==> src/rtl/uart_byte_receiver.sv <==
// UART 8N1 receive deframer: two-flop rx synchroniser, mid-bit sampling,
// one-cycle valid / frame_err strobes, break hold-off after a bad stop bit.
module uart_byte_receiver #(
    parameter int CLKS_PER_BIT = 434,
    parameter int DATA_BITS    = 8
) (
    input  logic       clk,
    input  logic       rst,
    input  logic       rx,
    output logic [7:0] data,
    output logic       valid,
    output logic       frame_err,
    output logic       busy
);

    localparam int CW = $clog2(CLKS_PER_BIT);
    localparam int BW = $clog2(DATA_BITS + 1);

    localparam logic [CW-1:0] MID  = CW'(CLKS_PER_BIT / 2 - 1);
    localparam logic [CW-1:0] LAST = CW'(CLKS_PER_BIT - 1);
    localparam logic [BW-1:0] LAST_BIT = BW'(DATA_BITS - 1);

    typedef enum logic [2:0] {
        IDLE,
        START,
        DATA,
        STOP,
        BREAK_WAIT
    } state_t;

    state_t state;
    state_t state_nx;

    logic          rx_meta;
    logic          rx_s;
    logic [CW-1:0] cnt;
    logic [BW-1:0] bit_idx;
    logic [7:0]    shreg;

    logic at_mid;
    logic at_end;
    logic cnt_clr;
    logic sample;
    logic take_byte;
    logic bad_stop;
    logic arm_bits;

    assign at_mid = (cnt == MID);
    assign at_end = (cnt == LAST);

    always_ff @(posedge clk) begin
        if (rst) begin
            state <= IDLE;
        end else begin
            state <= state_nx;
        end
    end

    always_comb begin
        state_nx = state;
        unique case (state)
            IDLE: begin
                if (!rx_s) state_nx = START;
            end
            START: begin
                if (at_mid) state_nx = rx_s ? IDLE : DATA;
            end
            DATA: begin
                if (at_end && bit_idx == LAST_BIT) state_nx = STOP;
            end
            STOP: begin
                if (at_end) state_nx = rx_s ? IDLE : BREAK_WAIT;
            end
            BREAK_WAIT: begin
                if (rx_s) state_nx = IDLE;
            end
            default: state_nx = IDLE;
        endcase
    end

    always_comb begin
        busy      = (state != IDLE);
        cnt_clr   = 1'b0;
        sample    = 1'b0;
        take_byte = 1'b0;
        bad_stop  = 1'b0;
        arm_bits  = 1'b0;
        unique case (state)
            IDLE:       cnt_clr = 1'b1;
            BREAK_WAIT: cnt_clr = 1'b1;
            START: begin
                cnt_clr  = at_mid;
                arm_bits = at_mid;
            end
            DATA: begin
                cnt_clr = at_end;
                sample  = at_end;
            end
            STOP: begin
                cnt_clr   = at_end;
                take_byte = at_end && rx_s;
                bad_stop  = at_end && !rx_s;
            end
            default: cnt_clr = 1'b1;
        endcase
    end

    // Counters only advance inside START/DATA/STOP and clear at their
    // terminal value, so neither can wrap.
    always_ff @(posedge clk) begin
        if (rst) begin
            rx_meta   <= 1'b1;
            rx_s      <= 1'b1;
            cnt       <= '0;
            bit_idx   <= '0;
            shreg     <= '0;
            data      <= '0;
            valid     <= 1'b0;
            frame_err <= 1'b0;
        end else begin
            rx_meta   <= rx;
            rx_s      <= rx_meta;
            valid     <= take_byte;
            frame_err <= bad_stop;
            if (cnt_clr) begin
                cnt <= '0;
            end else begin
                cnt <= cnt + 1'b1;
            end
            if (arm_bits) begin
                bit_idx <= '0;
            end else if (sample) begin
                bit_idx <= bit_idx + 1'b1;
            end
            if (sample) begin
                for (int i = 0; i < DATA_BITS; i++) begin
                    if (bit_idx == BW'(i)) shreg[i] <= rx_s;
                end
            end
            if (take_byte) begin
                data <= shreg;
            end
        end
    end

endmodule

==> config.mk <==
export PLATFORM = sky130hd
export DESIGN_NAME = uart_byte_receiver
export DESIGN_NICKNAME = d
export VERILOG_FILES = /design/src/rtl/uart_byte_receiver.sv
export SDC_FILE = /design/constraint.sdc
export NUM_CORES = 1
export LEC_CHECK = 0
export ABC_AREA = 0
export CORE_ASPECT_RATIO = 1.75
export CORE_MARGIN = 2
export CORE_UTILIZATION = 35
export CTS_BUF_LIST = sky130_fd_sc_hd__clkbuf_2
export DETAILED_ROUTE_END_ITERATION = 8
export HOLD_SLACK_MARGIN = 0.15
export REMOVE_ABC_BUFFERS = 1
export SLEW_MARGIN = 20
export SYNTH_ARGS = -nofsm -noshare
export SYNTH_HDL_FRONTEND = slang
export SYNTH_SLANG_ARGS = --single-unit
==> constraint.sdc <==
create_clock -name clk -period 1.4 [get_ports clk]
set_input_delay 0.21 -clock clk [delete_from_list [all_inputs] [get_ports clk]]
set_output_delay 0.21 -clock clk [all_outputs]
set_load 0.1 [all_outputs]
==> impl_metrics.env <==
export IMPL_run_status="finished, violations left"
export IMPL_violations="setup timing"
export IMPL_die_h_um=96.5
export IMPL_grt_max_degree=20
export IMPL_clk_path_buf_depth=2
export IMPL_setup_slack_ns=-0.209
export IMPL_antenna_cells=0
export IMPL_syn_inst=183
export IMPL_clock_latency_ns=0.37
export IMPL_detail_route_antenna_nets=0
export IMPL_final_setup_skew_ns=0.0178
export IMPL_yosys_area_top_type="dfxtp_1"
export IMPL_drtPass1Iterations=4
export IMPL_ys_types=41
export IMPL_sw_frac_of_total_pct=25.1
export IMPL_internal_power_mw=1.19
export IMPL_final_max_slew_viol_count=0
export IMPL_yosysMostFrequentCell="dfxtp_1"
export IMPL_ys_ff_latch=36
export IMPL_comb_power_share_pct=8.1
export IMPL_start_kind="flip-flop"
export IMPL_relSlewSlack_pct=72.2
export IMPL_ys_top_cells_by_count="dfxtp_1, nor2_1, mux2i_1"
export IMPL_synth_area_top_cells="dfxtp_1, mux2i_1, nor2_1"
export IMPL_min_path_type="in2reg"
export IMPL_cp_required_ns=1.19
export IMPL_cts_sinks=36
export IMPL_grt_pass1_vias=1341
export IMPL_grt_pass1_wl_um=5870
export IMPL_remaining_drc_errors=0
export IMPL_cts_hold_buf=0
export IMPL_syn_cell_area_um2=1710
export IMPL_yosys_area_top_type_share_pct=42.1
export IMPL_p_leak_nw=1.07
export IMPL_routedWlPerCell_um=12.4
export IMPL_power_density_nw_per_um2=640
export IMPL_core_area_um2=4710
export IMPL_drt_first_iter_violations=20
export IMPL_cts_root_buf="clkbuf_2"
export IMPL_fin_nets=241
export IMPL_grt_setup_unrepaired="true"
export IMPL_area_delta_synth_final_pct=45.4
export IMPL_maxCapViolCount=0
export IMPL_yosysSeqAreaShare_pct=42.1
export IMPL_synth_ff_type="dfxtp_1"
export IMPL_portBuffers=13
export IMPL_ir_worst_vdd_v=0.000620
export IMPL_path_clk_slew_ns=0.18
export IMPL_end_kind="output pin"
export IMPL_ys_warn_count=0
export IMPL_grtUsageTotal_pct=13.7
export IMPL_tightest_slew_ns=0.415
export IMPL_finalHoldViolCount=0
export IMPL_worstPathMaxFanout=9
export IMPL_max_freq_ghz=0.622
export IMPL_vias=1414
export IMPL_final_cell_area_um2=2490
export IMPL_die_area_um2=5480
export IMPL_start_util_pct=36.3
export IMPL_period_needed_ns=1.61
export IMPL_finalPower_mw=1.59
export IMPL_h_tree_depth=2
export IMPL_timing_final_crit_share_pct=115
export IMPL_setup_viol_count_final=30
export IMPL_rows=33
export IMPL_post_dp_hpwl_um=2560
export IMPL_dpl_cell_area_um2=2190
export IMPL_arrival_ns=1.40
export IMPL_synth_edff_count=0
export IMPL_seqPwrFrac_pct=64.9
export IMPL_dieWidth_um=56.8
export IMPL_viasPerCell=5.00
export IMPL_place_congestion=0.754
export IMPL_clockPowerShare_pct=27.0
export IMPL_antenna_found_initial=0
export IMPL_drive_above_1_share_pct=42.4
export IMPL_grt_ovfl_total=0
export IMPL_path_class="reg2out"
export IMPL_cts_tree="yes"
export IMPL_ios=14
export IMPL_cts_made_buffers=5
export IMPL_p_sw_uw=399
export IMPL_drt_wl_total_um=3520
export IMPL_avgSynthCellArea_um2=9.35
export IMPL_async_reset_ff_share_pct=0
==> cell usage in the layout, fill, tap and decap left out, types with 5 or more instances in the layout <==
cell	Yosys	routed
dfxtp_1	36	31
buf_4	1	28
nor2_1	29	24
mux2i_1	15	15
buf_12	0	12
buf_6	2	7
nand2b_1	6	6
nand2_1	9	6
inv_1	6	5
nor2b_1	5	5
xnor2_1	6	5
ha_1	7	5
clkbuf_2	0	5
==> critical path, stage by stage (launching register included) <==
cell     delay [ns]
dfxtp_1        0.34
buf_4          0.16
or3_4          0.34
buf_12         0.17
==> power groups by stage <==
| stage | combinational (mW) | sequential [mW] | clock, mW |
|---|---|---|---|
| 2_1_floorplan | 0.0458 | 1.06 | 0 |
| 5_1_grt | 0.139 | 1.03 | 0.488 |
| 3_3_place_gp | 0.106 | 1.06 | 0 |
| 6_report | 0.129 | 1.03 | 0.429 |
| 4_1_cts | 0.117 | 1.04 | 0.450 |
| 3_5_place_dp | 0.107 | 1.06 | 0 |
==> path summary, 6_finish.rpt <==
path,cells past startpoint,startpoint,to,slack [ns]
max,3,state[0],busy,-0.21
min,2,rx,rx_meta,0.38
max reg2reg,8,cnt[1],cnt[5],-0.13
min reg2reg,1,rx_meta,rx_s,0.44
==> registers in the layout, indices dropped and copies added (netlist names) <==
| signal | flops |
|---|---|
| data | 8 |
| state | 3 |
| cnt | 9 |
| bit_idx | 4 |
| rx_s | 1 |
| frame_err | 1 |
| shreg | 8 |
| valid | 1 |
| rx_meta | 1 |
==> repair_timing <==
action	in CTS	in global routing
setup buffers	6	2
endpoints found under the hold margin	0	0
pin swaps	19	9
endpoints found under the setup margin	34	34
resized for setup	33	27
gates cloned	1	0
==> through the flow <==
step	utilization, %	worst slack, ns	hold slack [ns]	TNS (ns)	cells
4_1_cts	50.6	-0.232	0.372	-2.30	282
5_1_grt	52.8	-0.269	0.369	-4.81	283
3_3_place_gp	46.6	-0.161	0.391	-3.76	268
3_5_place_dp	46.6	-0.198	0.398	-4.52	268
6_report	52.8	-0.209	0.378	-2.50	283
2_1_floorplan	-	-0.179	0.282	-3.36	174
==> layer usage <==
layer  vias to the layer above  GRT usage [%]  share of wire, %
met5                         -              0                 0
met4                         0           5.23               1.6
met3                         5           3.20               2.0
met2                        13           27.5                58
met1                       672           13.2                38
li1                        724              -                 -
==> cell families after synthesis <==
| group | synth area share [%] |
|---|---|
| XOR/XNOR | 4.10 |
| multiplexers | 8.78 |
| buffers and inverters | 4.46 |
| flip-flops | 42.1 |
| AO/OA/AOI/OAI | 6.29 |
| adder cells (fa/ha/maj) | 5.12 |
| AND/OR/NAND/NOR | 29.1 |
==> cell type report <==
class / instances / area [um2]
inverter: 6 / 22.5
fill: 429 / 2220
sequential: 36 / 729
timing repair buffer: 50 / 564
clock inverter: 2 / 7.51
multi-input combinational: 132 / 1070
tap: 52 / 65.1
clock buffer: 5 / 25.0
Power figures use the tool's default switching activity.
